`config.mk`:
```
export PLATFORM = sky130hd
export DESIGN_NAME = debounce_multi
export DESIGN_NICKNAME = d
export VERILOG_FILES = /design/src/rtl/debounce_multi.sv
export SDC_FILE = /design/constraint.sdc
export NUM_CORES = 1
export LEC_CHECK = 0
export ABC_CLOCK_PERIOD_IN_PS = 2600
export CAP_MARGIN = 0
export CORE_ASPECT_RATIO = 0.7
export CORE_MARGIN = 3
export CORE_UTILIZATION = 55
export CTS_CLUSTER_DIAMETER = 60
export DETAILED_ROUTE_END_ITERATION = 8
export PLACE_DENSITY = 0.74
export SLEW_MARGIN = 20
export SYNTH_ARGS = -nofsm -noshare
export SYNTH_HDL_FRONTEND = slang
export SYNTH_SLANG_ARGS = --single-unit
export TNS_END_PERCENT = 10
```
`constraint.sdc`:
```
create_clock -name clk_i -period 2.6 [get_ports clk_i]
set_input_delay 0.39 -clock clk_i [delete_from_list [all_inputs] [get_ports clk_i]]
set_output_delay 0.39 -clock clk_i [all_outputs]
set_load 0.02 [all_outputs]
```
`src/rtl/debounce_multi.sv`:
```
// debounce_multi: NCH-channel button debouncer against a shared tp_i tick, with press/release strobes.
// Define DEBOUNCE_HOLD_EN to add the per-channel long-press/repeat pulse on hold_o.
module debounce_multi #(
  parameter int NCH         = 4,
  parameter int CNT_MAX     = 4096,
  parameter int SYNC_STAGES = 2,
  parameter int HOLD_TICKS  = 65536
) (
  input  logic           clk_i,
  input  logic           rst_ni,
  input  logic           tp_i,
  input  logic [NCH-1:0] btn_i,
  output logic [NCH-1:0] btn_o,
  output logic [NCH-1:0] rise_o,
  output logic [NCH-1:0] fall_o,
  output logic [NCH-1:0] hold_o
);
  localparam int CNT_W = $clog2(CNT_MAX + 1);
  // bit 1 is the accepted level, bit 0 marks a count in progress
  typedef enum logic [1:0] {
    S_IDLE_LOW  = 2'd0,
    S_CNT_HIGH  = 2'd1,
    S_IDLE_HIGH = 2'd2,
    S_CNT_LOW   = 2'd3
  } state_e;
  logic [SYNC_STAGES-1:0][NCH-1:0] sync_q;
  logic [NCH-1:0] s;
  always_ff @(posedge clk_i or negedge rst_ni) begin
    if (!rst_ni) sync_q <= '0;
    else sync_q <= {sync_q[SYNC_STAGES-2:0], btn_i};
  end
  assign s = sync_q[SYNC_STAGES-1];
  for (genvar g = 0; g < NCH; g++) begin : g_ch
    state_e state_q, state_d;
    logic [CNT_W-1:0] cnt_q, cnt_d;
    logic btn_q, rise_q, fall_q, btn_d, hi, done;
    assign hi   = state_q[1];
    assign done = cnt_q >= CNT_W'(CNT_MAX - 1);
    always_comb begin
      state_d = state_q;
      cnt_d   = cnt_q;
      if (!state_q[0]) begin
        if (s[g] != hi) begin
          state_d = hi ? S_CNT_LOW : S_CNT_HIGH;
          cnt_d   = '0;
        end
      end else if (s[g] == hi) begin
        state_d = hi ? S_IDLE_HIGH : S_IDLE_LOW;
        cnt_d   = '0;
      end else if (tp_i) begin
        state_d = done ? (hi ? S_IDLE_LOW : S_IDLE_HIGH) : state_q;
        cnt_d   = done ? '0 : cnt_q + 1'b1;
      end
    end
    assign btn_d = state_d[1];
    always_ff @(posedge clk_i or negedge rst_ni) begin
      if (!rst_ni) begin
        state_q <= S_IDLE_LOW;
        cnt_q   <= '0;
        btn_q   <= 1'b0;
        rise_q  <= 1'b0;
        fall_q  <= 1'b0;
      end else begin
        state_q <= state_d;
        cnt_q   <= cnt_d;
        btn_q   <= btn_d;
        rise_q  <= btn_d & ~btn_q;
        fall_q  <= ~btn_d & btn_q;
      end
    end
    assign btn_o[g]  = btn_q;
    assign rise_o[g] = rise_q;
    assign fall_o[g] = fall_q;
`ifdef DEBOUNCE_HOLD_EN
    localparam int HW = $clog2(HOLD_TICKS + 1);
    logic [HW-1:0] hold_cnt_q, hold_cnt_d;
    logic hold_q, hold_hit;
    always_comb begin
      hold_hit   = (state_q == S_IDLE_HIGH) && tp_i && (hold_cnt_q >= HW'(HOLD_TICKS - 1));
      hold_cnt_d = (state_q != S_IDLE_HIGH || hold_hit) ? '0 : tp_i ? hold_cnt_q + 1'b1 : hold_cnt_q;
    end
    always_ff @(posedge clk_i or negedge rst_ni) begin
      if (!rst_ni) begin
        hold_cnt_q <= '0;
        hold_q     <= 1'b0;
      end else begin
        hold_cnt_q <= hold_cnt_d;
        hold_q     <= hold_hit;
      end
    end
    assign hold_o[g] = hold_q;
`else
    // no hold logic; the constant compare keeps HOLD_TICKS referenced in this build
    assign hold_o[g] = (HOLD_TICKS < 0);
`endif
  end
endmodule
```
# --- Word level (Yosys, flattened, before mapping) ---
# Cells that the tools add are included.
word_totals:
  reg_bits: 80
  output_inout_bits: 16
  word_cells: 118
  input_bits: 7
op_classes:
  addsub: 4
  eq_ne: 12
  order_cmp: 4
  muxes: 52
  reduce_logical: 8
  n_bitwise: 16
ops:
  columns: ["cell", "n"]
  rows:
  - ["13-bit 2-to-1 mux", 20]
  - ["2-bit 2-to-1 mux", 32]
  - ["13-bit by 1-bit adder with 13-bit output, second input constant", 4]
  - ["13-bit by 12-bit greater-or-equal comparator with 1-bit output, second input constant", 4]
  - ["3-bit by 2-bit inequality test with 1-bit output, second input constant", 4]
  - ["1-bit AND", 8]
  - ["1-bit inverter", 8]
  - ["2-bit AND reduction", 4]
  - ["2-bit nonzero test", 4]
  - ["1-bit == test", 4]
  - ["1-bit inequality test", 4]

# --- Logic depth before layout (Yosys ltp) ---
# Gate-level depths: netlist of the first run.
depth:
  ltp_word: 7
  mapped_depth: 6

# --- Least setup slack after synthesis of the first run ---
# No wires, ideal clock.
synth_timing:
  kind: "register to register"
  start: "reg g_ch[2].cnt_q[0]"
  end: "reg g_ch[2].cnt_q[9]"
  n_path_buf: 1
  t_arrival_ns: 1.629
  path_stages_with_launch: 7
  slack_ns: 0.845
  cell_sequence: "dfrtp_1 > ha_1 > a21oi_1 > o41ai_4 > buf_6 > nor3_2 > a221o_1"
synth_via:
  elab_chain_cells: 5
  elab_cells_between_ends: 6
  classes_between: "add/sub (1); order compare (1); mux (4)"
synth_rtl:
  columns: ["element", "line_no", "source"]
  rows:
  - ["start, declared", "35", "logic [CNT_W-1:0] cnt_q, cnt_d;"]
  - ["start signal, assigned", "65", "cnt_q <= cnt_d;"]
  - ["13-bit by 1-bit adder with 13-bit output or 13-bit by 12-bit greater-or-equal comparator with 1-bit output (tied branches)", "52, 38", null]
  - ["13-bit 2-to-1 mux *", "52", "cnt_d = done ? '0 : cnt_q + 1'b1;"]
  - ["13-bit 2-to-1 mux *", "50", "end else if (tp_i) begin"]
  - ["13-bit 2-to-1 mux *", "47", "end else if (s[g] == hi) begin"]
  - ["13-bit 2-to-1 mux *", "42", "if (!state_q[0]) begin"]
# Mark *: on every way between the ends. The rest lies on a longest branch, timed or not. The select of a mux whose other input is x is not followed.
# A chain may end at the register's enable or synchronous reset.

# --- Worst setup path after layout of the first run ---
layout_timing:
  start: "reg g_ch[3].cnt_q[5]"
  end: "reg g_ch[3].btn_q"
layout_via:
  elab_chain_cells: 5
layout_rtl:
  columns: ["element", "line_no", "source"]
  rows:
  - ["start, declared", "35", null]
  - ["start signal, assigned", "65", null]
  - ["13-bit by 12-bit greater-or-equal comparator with 1-bit output", "38", "assign done = cnt_q >= CNT_W'(CNT_MAX - 1);"]
  - ["2-bit 2-to-1 mux", "51", "state_d = done ? (hi ? S_IDLE_LOW : S_IDLE_HIGH) : state_q;"]
  - ["2-bit 2-to-1 mux", "50", null]
  - ["2-bit 2-to-1 mux", "47", null]
  - ["2-bit 2-to-1 mux", "42", null]
  - ["net g_ch[3].state_d[1]", "34", "state_e state_q, state_d;"]
  - ["end signal, assigned", "66", "btn_q <= btn_d;"]
  - ["end, declared", "36", "logic btn_q, rise_q, fall_q, btn_d, hi, done;"]
# The timed path passes the listed nets, and every way through them passes these cells.

==> reports/metrics.yaml, run 1 <==
grt:
  grt_use_total_pct: 20.1
  gr-total-overflow: 0
  antenna_found_initial: 0
  grt_pass1_wl_mm: 13.5
  grt_pass1_vias: 2700
  grt_max_degree: 77
logic_synthesis:
  syn_inst: 371
  synth_top_area_share_pct: 47.0
  synth.distinct_cells: 61
  synth_area_leaders: "dfrtp_1 47%, buf_4 3.5%, nor4_1 2.8%"
  synthArstFlopShare_pct: 100
  syn_area_um2: 4050
  ys_warn_count: 0
  ys_seq_area_share_pct: 47.0
  syn_area_per_cell_um2: 10.9
  synth_top_area_cell: "dfrtp_1"
  synth_seq_cells: 76
  synthFlopType: "dfrtp_1"
  synth_edf_count: 0
clocking:
  insertion_delay_ps: 350
  cts_hold_buffers: 0
  cts_resized: 0
  post-cts-setup-buffer-count: 0
  cts_sinks: 76
  path_clk_slew_ps: 80
  cts-root-buf: "clkbuf_8"
  numCtsBuffers: 9
  cts_tree: "yes"
  clk_path_buf_depth: 2
  htree_num_levels: 3
power:
  powerDensity_nw_per_um2: 560
  irDropWorstVdd_mv: 0.486
  total_leakage_power_nw: 1.96
timing:
  rsz0062_at_grt: "false"
  slew_viol_final: 0
  maxSlewHeadroom_pct: 37.7
  final.setup.tns_ps: 0
  max_freq_mhz: 470
  period_needed_ps: 2130
  fin_crit_sh_pct: 81.8
  tightestPinTransition_ps: 935
  hold_viol: 0
  setup_viol: 0
  fin_worst_skew_ps: 12.3
  layout_setup_ws_ps: 474
route:
  drtIter0Drc: 220
  via_count: 3047
  drcViolationCount: 0
  wirelength_mm: 7.95
  firstDrtPassIters: 4
  ant_nets: 0
  post_drt_wl_per_cell_um: 16.4
  viasPerCell: 6.28
placed_design:
  dp_cells: 469
  place.port_buffers: 18
  dp.final_hpwl_mm: 5.39
  placed_area_um2: 4240
  pre_cts_slack_ps: 355
  gp_congestion: 0.869
worst_setup_path:
  arrival_ps: 2360
  crit_path_start_kind: "flop"
  reg2reg_depth: 4
  crit_required_ps: 2830
  crit_path_max_fanout: 12
  end_kind: "flop"
  critPathKind: "flop to flop"
final_layout:
  diodes: 0
  final_cell_mix: "76 x dfrtp_1, 24 x nand2_1, 18 x nand3_1, 18 x nor4_1, 17 x clkdlybuf4s50_1"
  final_common_cell: "dfrtp_1"
  stdcell_area_um2: 4480
  layout.nets: 397
  fillers: 561
  area_delta_synth_final_pct: 10.6
  final_cells: 485
  drive_gt1_share_pct: 13.6
floorplanning:
  die_w_um: 109
  dieArea_um2: 8440
  io_pins: 23
  num_rows: 25
  start_util_pct: 58.3
  die_h_um: 77.8
  coreArea_um2: 6940
hold_path:
  min_path_type: "input pin to asynchronous set/reset pin"
outcome:
  status: "finished clean"
run:
  maxCapViolCount: 0
==> cell families after synthesis <==
logic type	synth area share, %
buffers and inverters	5.53
adders and majority gates	1.24
xor gates and xnor gates	1.30
AOI/OAI and AO/OA	18.1
and+or+nand+nor	22.7
other	0.0926
muxes	4.14
DFF	47.0
==> state kept, by name, summed over array words and instances, names as in the netlist <==
signal	count
g_ch.state_q	4
g_ch.fall_q	4
s	4
g_ch.cnt_q	52
sync_q	4
g_ch.rise_q	4
g_ch.btn_q	4
==> path summary, 6_finish.rpt <==
kind,start,end,slack [ps]
setup / recovery,g_ch[3].cnt_q[5]$_DFFE_PN0P_,g_ch[3].btn_q$_DFF_PN0_,470
hold / removal,rst_ni,g_ch[1].cnt_q[11]$_DFFE_PN0P_,180
setup reg to reg,g_ch[3].cnt_q[5]$_DFFE_PN0P_,g_ch[3].btn_q$_DFF_PN0_,470
hold reg to reg,sync_q[0]$_DFF_PN0_,s[0]$_DFF_PN0_,350
max in group asynchronous,rst_ni,g_ch[0].cnt_q[7]$_DFFE_PN0P_,1810
min in group clk_i,sync_q[0]$_DFF_PN0_,s[0]$_DFF_PN0_,350
==> synthesized netlist by cell type, types with 3 or more instances <==
| master | instances |
|---|---|
| a21o_1 | 3 |
| o22a_1 | 3 |
| nand2_1 | 24 |
| ha_1 | 4 |
| and4_1 | 7 |
| nand3_1 | 18 |
| mux2_2 | 9 |
| nand4_1 | 6 |
| inv_1 | 10 |
| mux2i_1 | 4 |
| nor4_1 | 18 |
| a21oi_1 | 4 |
| dfrtp_1 | 76 |
| and2_1 | 10 |
| a22o_1 | 12 |
| o21a_1 | 9 |
| nand4_2 | 4 |
| buf_4 | 19 |
| a221o_1 | 7 |
| nor3_1 | 15 |
| clkbuf_1 | 3 |
| o31ai_1 | 13 |
| o41ai_4 | 3 |
| nor3b_1 | 14 |
| and3_1 | 3 |
| xor2_1 | 4 |
| nand2b_1 | 4 |
| o311ai_0 | 7 |
| nor2_1 | 14 |
==> critical path: stages (launching register included) <==
cell	delay, ps
dfrtp_1	470
nand4_2	220
o41ai_4	730
nand3_1	270
mux2_2	320
==> layout make-up <==
| type | instances | area, um^2 | share of cell area (%) |
|---|---|---|---|
| tap | 94 | 118 | 2.63 |
| sequential | 76 | 1900 | 42.5 |
| timing repair buffer | 27 | 245 | 5.48 |
| clock buffer | 10 | 128 | 2.85 |
| multi-input combinational | 262 | 1930 | 43.2 |
| inverter | 10 | 37.5 | 0.838 |
| clock inverter | 6 | 113 | 2.52 |
==> through the flow <==
| stage | total power (W) | utilization (%) | hold WS (ps) |
|---|---|---|---|
| floorplan | 0.00138 | - | 94.4 |
| global placement | 0.00145 | 61.0 | 333 |
| detailed placement | 0.00146 | 61.0 | 337 |
| CTS | 0.00253 | 64.5 | 211 |
| global route | 0.00261 | 64.5 | 261 |
| finish | 0.00251 | 64.5 | 177 |
==> power by group <==
group	leakage, nW	internal [W]	switching [W]
Clock	0.109	0.000638	0.000437
Combinational	0.826	0.0000696	0.000121
Sequential	1.03	0.00121	0.0000352
Total	1.96	0.00192	0.000592
==> layer usage <==
layer,global-route usage [%],vias to the layer above,share of wire (%)
li1,-,1452,-
met1,30.7,1495,51
met2,27.3,92,43
met3,4.74,8,5.6
met4,7.44,0,0.67
met5,0,-,0
No activity file was read; power rests on OpenSTA's default activity.
==> run 2: changes to the inputs <==
--- a/config.mk
+++ b/config.mk
@@ -5,7 +5,7 @@
 export SDC_FILE = /design/constraint.sdc
 export NUM_CORES = 1
 export LEC_CHECK = 0
-export ABC_CLOCK_PERIOD_IN_PS = 2600
+export ABC_CLOCK_PERIOD_IN_PS = 2000
 export CAP_MARGIN = 0
 export CORE_ASPECT_RATIO = 0.7
 export CORE_MARGIN = 3
==> constraint.sdc (replaced) <==
create_clock -name clk_i -period 2 [get_ports clk_i]
set_input_delay 0.3 -clock clk_i [delete_from_list [all_inputs] [get_ports clk_i]]
set_output_delay 0.3 -clock clk_i [all_outputs]
set_load 0.02 [all_outputs]
==> run 2 against run 1 <==
  * Cell area grew 6.2%
  * Critical path type unchanged
  * Register-to-register slack worse by 440 ps
  * Cell count grew 6.4%
  * Worst hold slack improved by 170 ps
  * Non-clock buffer count rose by 31
  * Die area is the same
  * Via count up 3.8%
  * Largest power group unchanged
  * Sequential share of layout area decreased by 2.5 points
==> reports/metrics.yaml, run 2 (synthesized netlist as in run 1, its figures left out) <==
outcome:
  status: "finished clean"
route:
  post_drt_wl_per_cell_um: 16.8
  via_count: 3162
  drtIter0Drc: 191
  firstDrtPassIters: 4
  wirelength_mm: 8.66
  viasPerCell: 6.13
  drcViolationCount: 0
  ant_nets: 0
final_layout:
  largest_reg_flops: 52
  final_cell_mix: "76 x dfrtp_1, 37 x buf_4, 24 x nand2_1, 18 x nand3_1"
  drive_gt1_share_pct: 20.6
  final_cells: 516
  area_delta_synth_final_pct: 17.4
  top_register: "g_ch.cnt_q"
  diodes: 0
  layout.nets: 428
  final_common_cell: "dfrtp_1"
timing:
  setup_viol: 0
  maxSlewHeadroom_pct: 63.6
  max_freq_mhz: 510
  fin_crit_sh_pct: 98.1
  period_needed_ps: 1960
  tightestPinTransition_ps: 531
  layout_setup_ws_ps: 37.5
  slew_viol_final: 0
  fin_worst_skew_ps: 12.4
  rsz0062_at_grt: "true"
  hold_viol: 0
power:
  p_int_w: 0.00242
  irDropWorstVdd_mv: 0.445
  swShare_pct: 24.3
  powerDensity_nw_per_um2: 673
  total_leakage_power_nw: 2.14
  p_clk_share_pct: 40.4
  p_sw_w: 0.000777
  seq_power_share_pct: 50.6
  combPwrFrac_pct: 9.1
placed_design:
  pre_cts_slack_ps: 11.1
  place.port_buffers: 18
  dp.final_hpwl_mm: 5.99
  dp_cells: 497
  gp_congestion: 0.870
grt:
  grt_max_degree: 44
  grt_use_total_pct: 22.0
  grt_pass1_vias: 2992
  gr-total-overflow: 0
  grt_pass1_wl_mm: 14.7
  antenna_found_initial: 0
worst_setup_path:
  reg2reg_depth: 7
  critPathKind: "flop to flop"
  crit_required_ps: 2240
  crit_slowest_cell: "o41ai_4"
  crit_path_start_kind: "flop"
  r2r-start: "g_ch[3].cnt_q[1]$_DFFE_PN0P_"
  arrival_ps: 2210
  r2r_slack_ps: 40
  crit_path_max_fanout: 8
  cp_slowest_stage_delay_ps: 530
  crit_chain: "ha_2, a21oi_2, o41ai_4, buf_4, buf_4, o31ai_1, a22o_1"
  timing.rr.end: "g_ch[3].cnt_q[11]$_DFFE_PN0P_"
  crit_path_frequent_cell: "buf_4"
  end_kind: "flop"
hold_path:
  min_path_type: "flop to flop"
  worstHoldPathCells: 0
  min_to: "s[2]$_DFF_PN0_"
  hp-start: "sync_q[2]$_DFF_PN0_"
floorplanning:
  die_h_um: 77.8
  io_pins: 23
  coreArea_um2: 6940
  num_rows: 25
  start_util_pct: 58.3
  dieArea_um2: 8440
  die_w_um: 109
clocking:
  numCtsBuffers: 9
  cts-root-buf: "clkbuf_8"
  clk_path_buf_depth: 2
  htree_num_levels: 3
  path_clk_slew_ps: 80
  insertion_delay_ps: 350
  cts_tree: "yes"
  cts_sinks: 76
run:
  maxCapViolCount: 0
[run 2: cell count changes in the layout (fill, tap and decap cells not counted), moves of 2 or more]
cell,change
ha_1,-2
clkinvlp_4,-3
clkinv_2,+3
buf_4,+27
buf_12,+3
ha_2,+2
[run 2: power by group through the flow]
stage               Clock, W  Combinational, W  Sequential (W)
global route         0.00137          0.000316         0.00162
floorplan                  0          0.000164         0.00164
detailed placement         0          0.000284         0.00164
global placement           0          0.000273         0.00164
finish               0.00129          0.000290         0.00162
CTS                  0.00132          0.000287         0.00162
[run 2: cell type report]
class	instances	area (um^2)
Sequential cell	76	1900
Timing Repair Buffer	58	518
Tap cell	94	118
Clock inverter	5	75.1
Multi-Input combinational cell	262	1960
Clock buffer	11	141
Inverter	10	37.5
Fill cell	563	2190
[run 2: how the worst max path moves through the flow]
| stage | startpoint | to | slack [ps] | cells after the start |
|---|---|---|---|---|
| global route | g_ch[3].cnt_q[1]$_DFFE_PN0P_ | g_ch[3].btn_q$_DFF_PN0_ | -50 | 5 |
| floorplan | g_ch[2].cnt_q[0]$_DFFE_PN0P_ | g_ch[2].cnt_q[9]$_DFFE_PN0P_ | 250 | 6 |
| detailed placement | tp_i | g_ch[3].cnt_q[10]$_DFFE_PN0P_ | 10 | 6 |
| global placement | tp_i | g_ch[1].cnt_q[7]$_DFFE_PN0P_ | 30 | 6 |
| finish | g_ch[3].cnt_q[1]$_DFFE_PN0P_ | g_ch[3].cnt_q[11]$_DFFE_PN0P_ | 40 | 7 |
| CTS | g_ch[3].cnt_q[1]$_DFFE_PN0P_ | g_ch[3].cnt_q[10]$_DFFE_PN0P_ | 30 | 6 |
[run 2: stage by stage]
step                total power [W]  util (%)  cell area, um^2  TNS, ps  hold WS [ps]
floorplan                   0.00180         -             4060        0          4.41
global placement            0.00192      64.6             4480        0           284
detailed placement          0.00193      64.6             4480        0           287
CTS                         0.00322      67.8             4710        0           352
global route                0.00331      68.5             4750     -109           365
finish                      0.00320      68.5             4750        0           351
[run 2: routing by layer]
metal	track usage (%)	routed length, um
met1	32.9	4290
met2	31.1	3820
met3	5.15	463
met4	7.57	85
met5	0	0
[run 2: what timing repair did]
item                                    CTS  global route
endpoints found under the setup margin    0            10
hold buffers                              1             0
setup buffers                             0             2
endpoints found under the hold margin    33             0
gates resized for setup                   0             6
[run 2: worst max-delay path, delay by kind of cell (launching register included)]
kind            cells  cell delay, ps
compound gates      4             900
fa+ha+maj           1             220
buf+inv             2             310
flops               1             420
==> run 3: changes to the inputs <==
--- a/config.mk
+++ b/config.mk
@@ -10,8 +10,10 @@
 export CORE_ASPECT_RATIO = 0.7
 export CORE_MARGIN = 3
 export CORE_UTILIZATION = 55
+export CTS_BUF_LIST = sky130_fd_sc_hd__clkbuf_4 sky130_fd_sc_hd__clkbuf_8
 export CTS_CLUSTER_DIAMETER = 60
 export DETAILED_ROUTE_END_ITERATION = 8
+export MAX_ROUTING_LAYER = met4
 export PLACE_DENSITY = 0.74
 export SLEW_MARGIN = 20
 export SYNTH_ARGS = -nofsm -noshare
==> run 3 against run 2 <==
  * Die area unchanged
  * Non-clock buffer count is the same
  * Combinational power hardly changed
  * Core utilization up 0.054 points
  * Sequential share of layout area about the same
  * Clock power hardly changed
  * First-iteration DRC count down 6.8%
  * Global-route usage up 0.65 points
  * Sequential power hardly changed
  * Fmax shrank 0.40%
  * Flip-flop and latch count is the same
  * Register-to-register slack hardly changed
  * Largest power group unchanged
==> reports/metrics.yaml, run 3 (synthesized netlist as in run 1, its figures left out) <==
outcome:
  status: "finished clean"
final_layout:
  layout.nets: 428
  fillers: 561
  final_cell_mix: "76 x dfrtp_1, 37 x buf_4, 24 x nand2_1, 18 x nand3_1"
  drive_gt1_share_pct: 20.9
  final_common_cell: "dfrtp_1"
  largest_reg_flops: 52
  top_register: "g_ch.cnt_q"
  area_delta_synth_final_pct: 17.5
  diodes: 0
  final_cells: 516
timing:
  setup_viol: 0
  hold_viol: 0
  maxSlewHeadroom_pct: 64.0
  period_needed_ps: 1970
  final.setup.tns_ps: 0
  max_freq_mhz: 508
  slew_viol_final: 0
  fin_worst_skew_ps: 11.8
  holdWs_ps: 351
  layout_setup_ws_ps: 29.6
  tightestPinTransition_ps: 524
  rsz0062_at_grt: "true"
  fin_crit_sh_pct: 98.5
power:
  p_sw_w: 0.000778
  powerDensity_nw_per_um2: 676
  seq_power_share_pct: 50.3
  total_leakage_power_nw: 2.14
  swShare_pct: 24.2
  combPwrFrac_pct: 9.0
  p_clk_share_pct: 40.7
  irDropWorstVdd_mv: 0.445
  finalPower_w: 0.00321
  p_int_w: 0.00244
grt:
  grt_pass1_wl_mm: 14.7
  grt_pass1_vias: 2977
  antenna_found_initial: 0
  grt_use_total_pct: 22.6
  grt_max_degree: 44
  gr-total-overflow: 0
route:
  firstDrtPassIters: 5
  wirelength_mm: 8.64
  post_drt_wl_per_cell_um: 16.7
  ant_nets: 0
  viasPerCell: 6.06
  via_count: 3127
  drtIter0Drc: 178
  drcViolationCount: 0
hold_path:
  min_path_type: "flop to flop"
  worstHoldPathCells: 0
  hp-start: "sync_q[2]$_DFF_PN0_"
  min_to: "s[2]$_DFF_PN0_"
worst_setup_path:
  crit_slowest_cell: "o41ai_4"
  critPathKind: "flop to flop"
  worst-path-buf-inv: 2
  r2r-start: "g_ch[3].cnt_q[1]$_DFFE_PN0P_"
  crit_chain: "ha_2, a21oi_2, o41ai_4, buf_4, buf_4, o31ai_1, a22o_1"
  timing.rr.end: "g_ch[3].cnt_q[11]$_DFFE_PN0P_"
  crit_path_start_kind: "flop"
  reg2reg_depth: 7
  r2r_slack_ps: 30
  crit_family: "compound AO/OA/AOI/OAI gates"
  crit_required_ps: 2240
  crit_path_frequent_cell: "buf_4"
  arrival_ps: 2210
  cp_slowest_stage_delay_ps: 540
  startpoint: "g_ch[3].cnt_q[1]$_DFFE_PN0P_"
  crit_path_max_fanout: 8
  end_kind: "flop"
placed_design:
  dp_cells: 497
  dp.final_hpwl_mm: 5.99
  gp_congestion: 0.884
  place.port_buffers: 18
  pre_cts_slack_ps: 11.1
clocking:
  insertion_delay_ps: 350
  htree_num_levels: 3
  cts-root-buf: "clkbuf_8"
  path_clk_slew_ps: 80
  cts_sinks: 76
  cts_tree: "yes"
  clk_path_buf_depth: 2
  numCtsBuffers: 9
floorplanning:
  num_rows: 25
  dieArea_um2: 8440
  die_w_um: 109
  start_util_pct: 58.3
  coreArea_um2: 6940
  io_pins: 23
  die_h_um: 77.8
run:
  maxCapViolCount: 0
[run 3: worst reg2reg max path: cells and delay by family (launching register included)]
family | cells | cell delay [ps]
AO/OA/AOI/OAI | 4 | 920
flip-flops | 1 | 420
buffers and inverters | 2 | 320
adder cells (fa/ha/maj) | 1 | 220
[run 3: power by group through the flow]
stage | combinational (W) | clock, W | sequential (W)
after detailed placement | 0.000284 | 0 | 0.00164
after global placement | 0.000273 | 0 | 0.00164
final | 0.000290 | 0.00131 | 0.00162
after global routing | 0.000316 | 0.00139 | 0.00162
after CTS | 0.000287 | 0.00133 | 0.00162
after floorplan | 0.000164 | 0 | 0.00164
[run 3: worst max-delay path by stage]
stage	endpoint	slack, ps	cells after the start
2_1_floorplan	g_ch[2].cnt_q[9]$_DFFE_PN0P_	250	6
3_3_place_gp	g_ch[1].cnt_q[7]$_DFFE_PN0P_	30	6
3_5_place_dp	g_ch[3].cnt_q[10]$_DFFE_PN0P_	10	6
4_1_cts	g_ch[3].cnt_q[10]$_DFFE_PN0P_	30	6
5_1_grt	g_ch[3].btn_q$_DFF_PN0_	-60	5
6_report	g_ch[3].cnt_q[11]$_DFFE_PN0P_	30	7
[run 3: per-layer routing]
metal  GRT usage, %  wire, um  vias to the layer above
met5              -         0                        -
met4           7.57       105                        0
met3           5.07       453                       12
met2           31.1      3800                       84
met1           33.1      4280                     1520
li1               -         -                     1511
[run 3: cell type report]
type                       instances  area (um^2)  share of cell area [%]
timing repair buffer              58          518                    10.9
inverter                          10         37.5                   0.789
sequential                        76         1900                    40.0
multi-input combinational        262         1960                    41.2
clock inverter                     5         75.1                    1.58
tap                               94          118                    2.47
clock buffer                      11          145                    3.05
[run 3: timing repair]
| item | 4_1_cts | 5_1_grt |
|---|---|---|
| hold buffers | 1 | 0 |
| endpoints found under the setup margin | 0 | 11 |
| resized for setup | 0 | 6 |
| hold endpoints to repair | 33 | 0 |
| buffers inserted | 0 | 2 |
[run 3: metrics by stage]
stage | instance area, um^2 | utilization, %
3_5_place_dp | 4480 | 64.6
2_1_floorplan | 4060 | -
6_report | 4760 | 68.5
5_1_grt | 4760 | 68.5
4_1_cts | 4710 | 67.9
3_3_place_gp | 4480 | 64.6
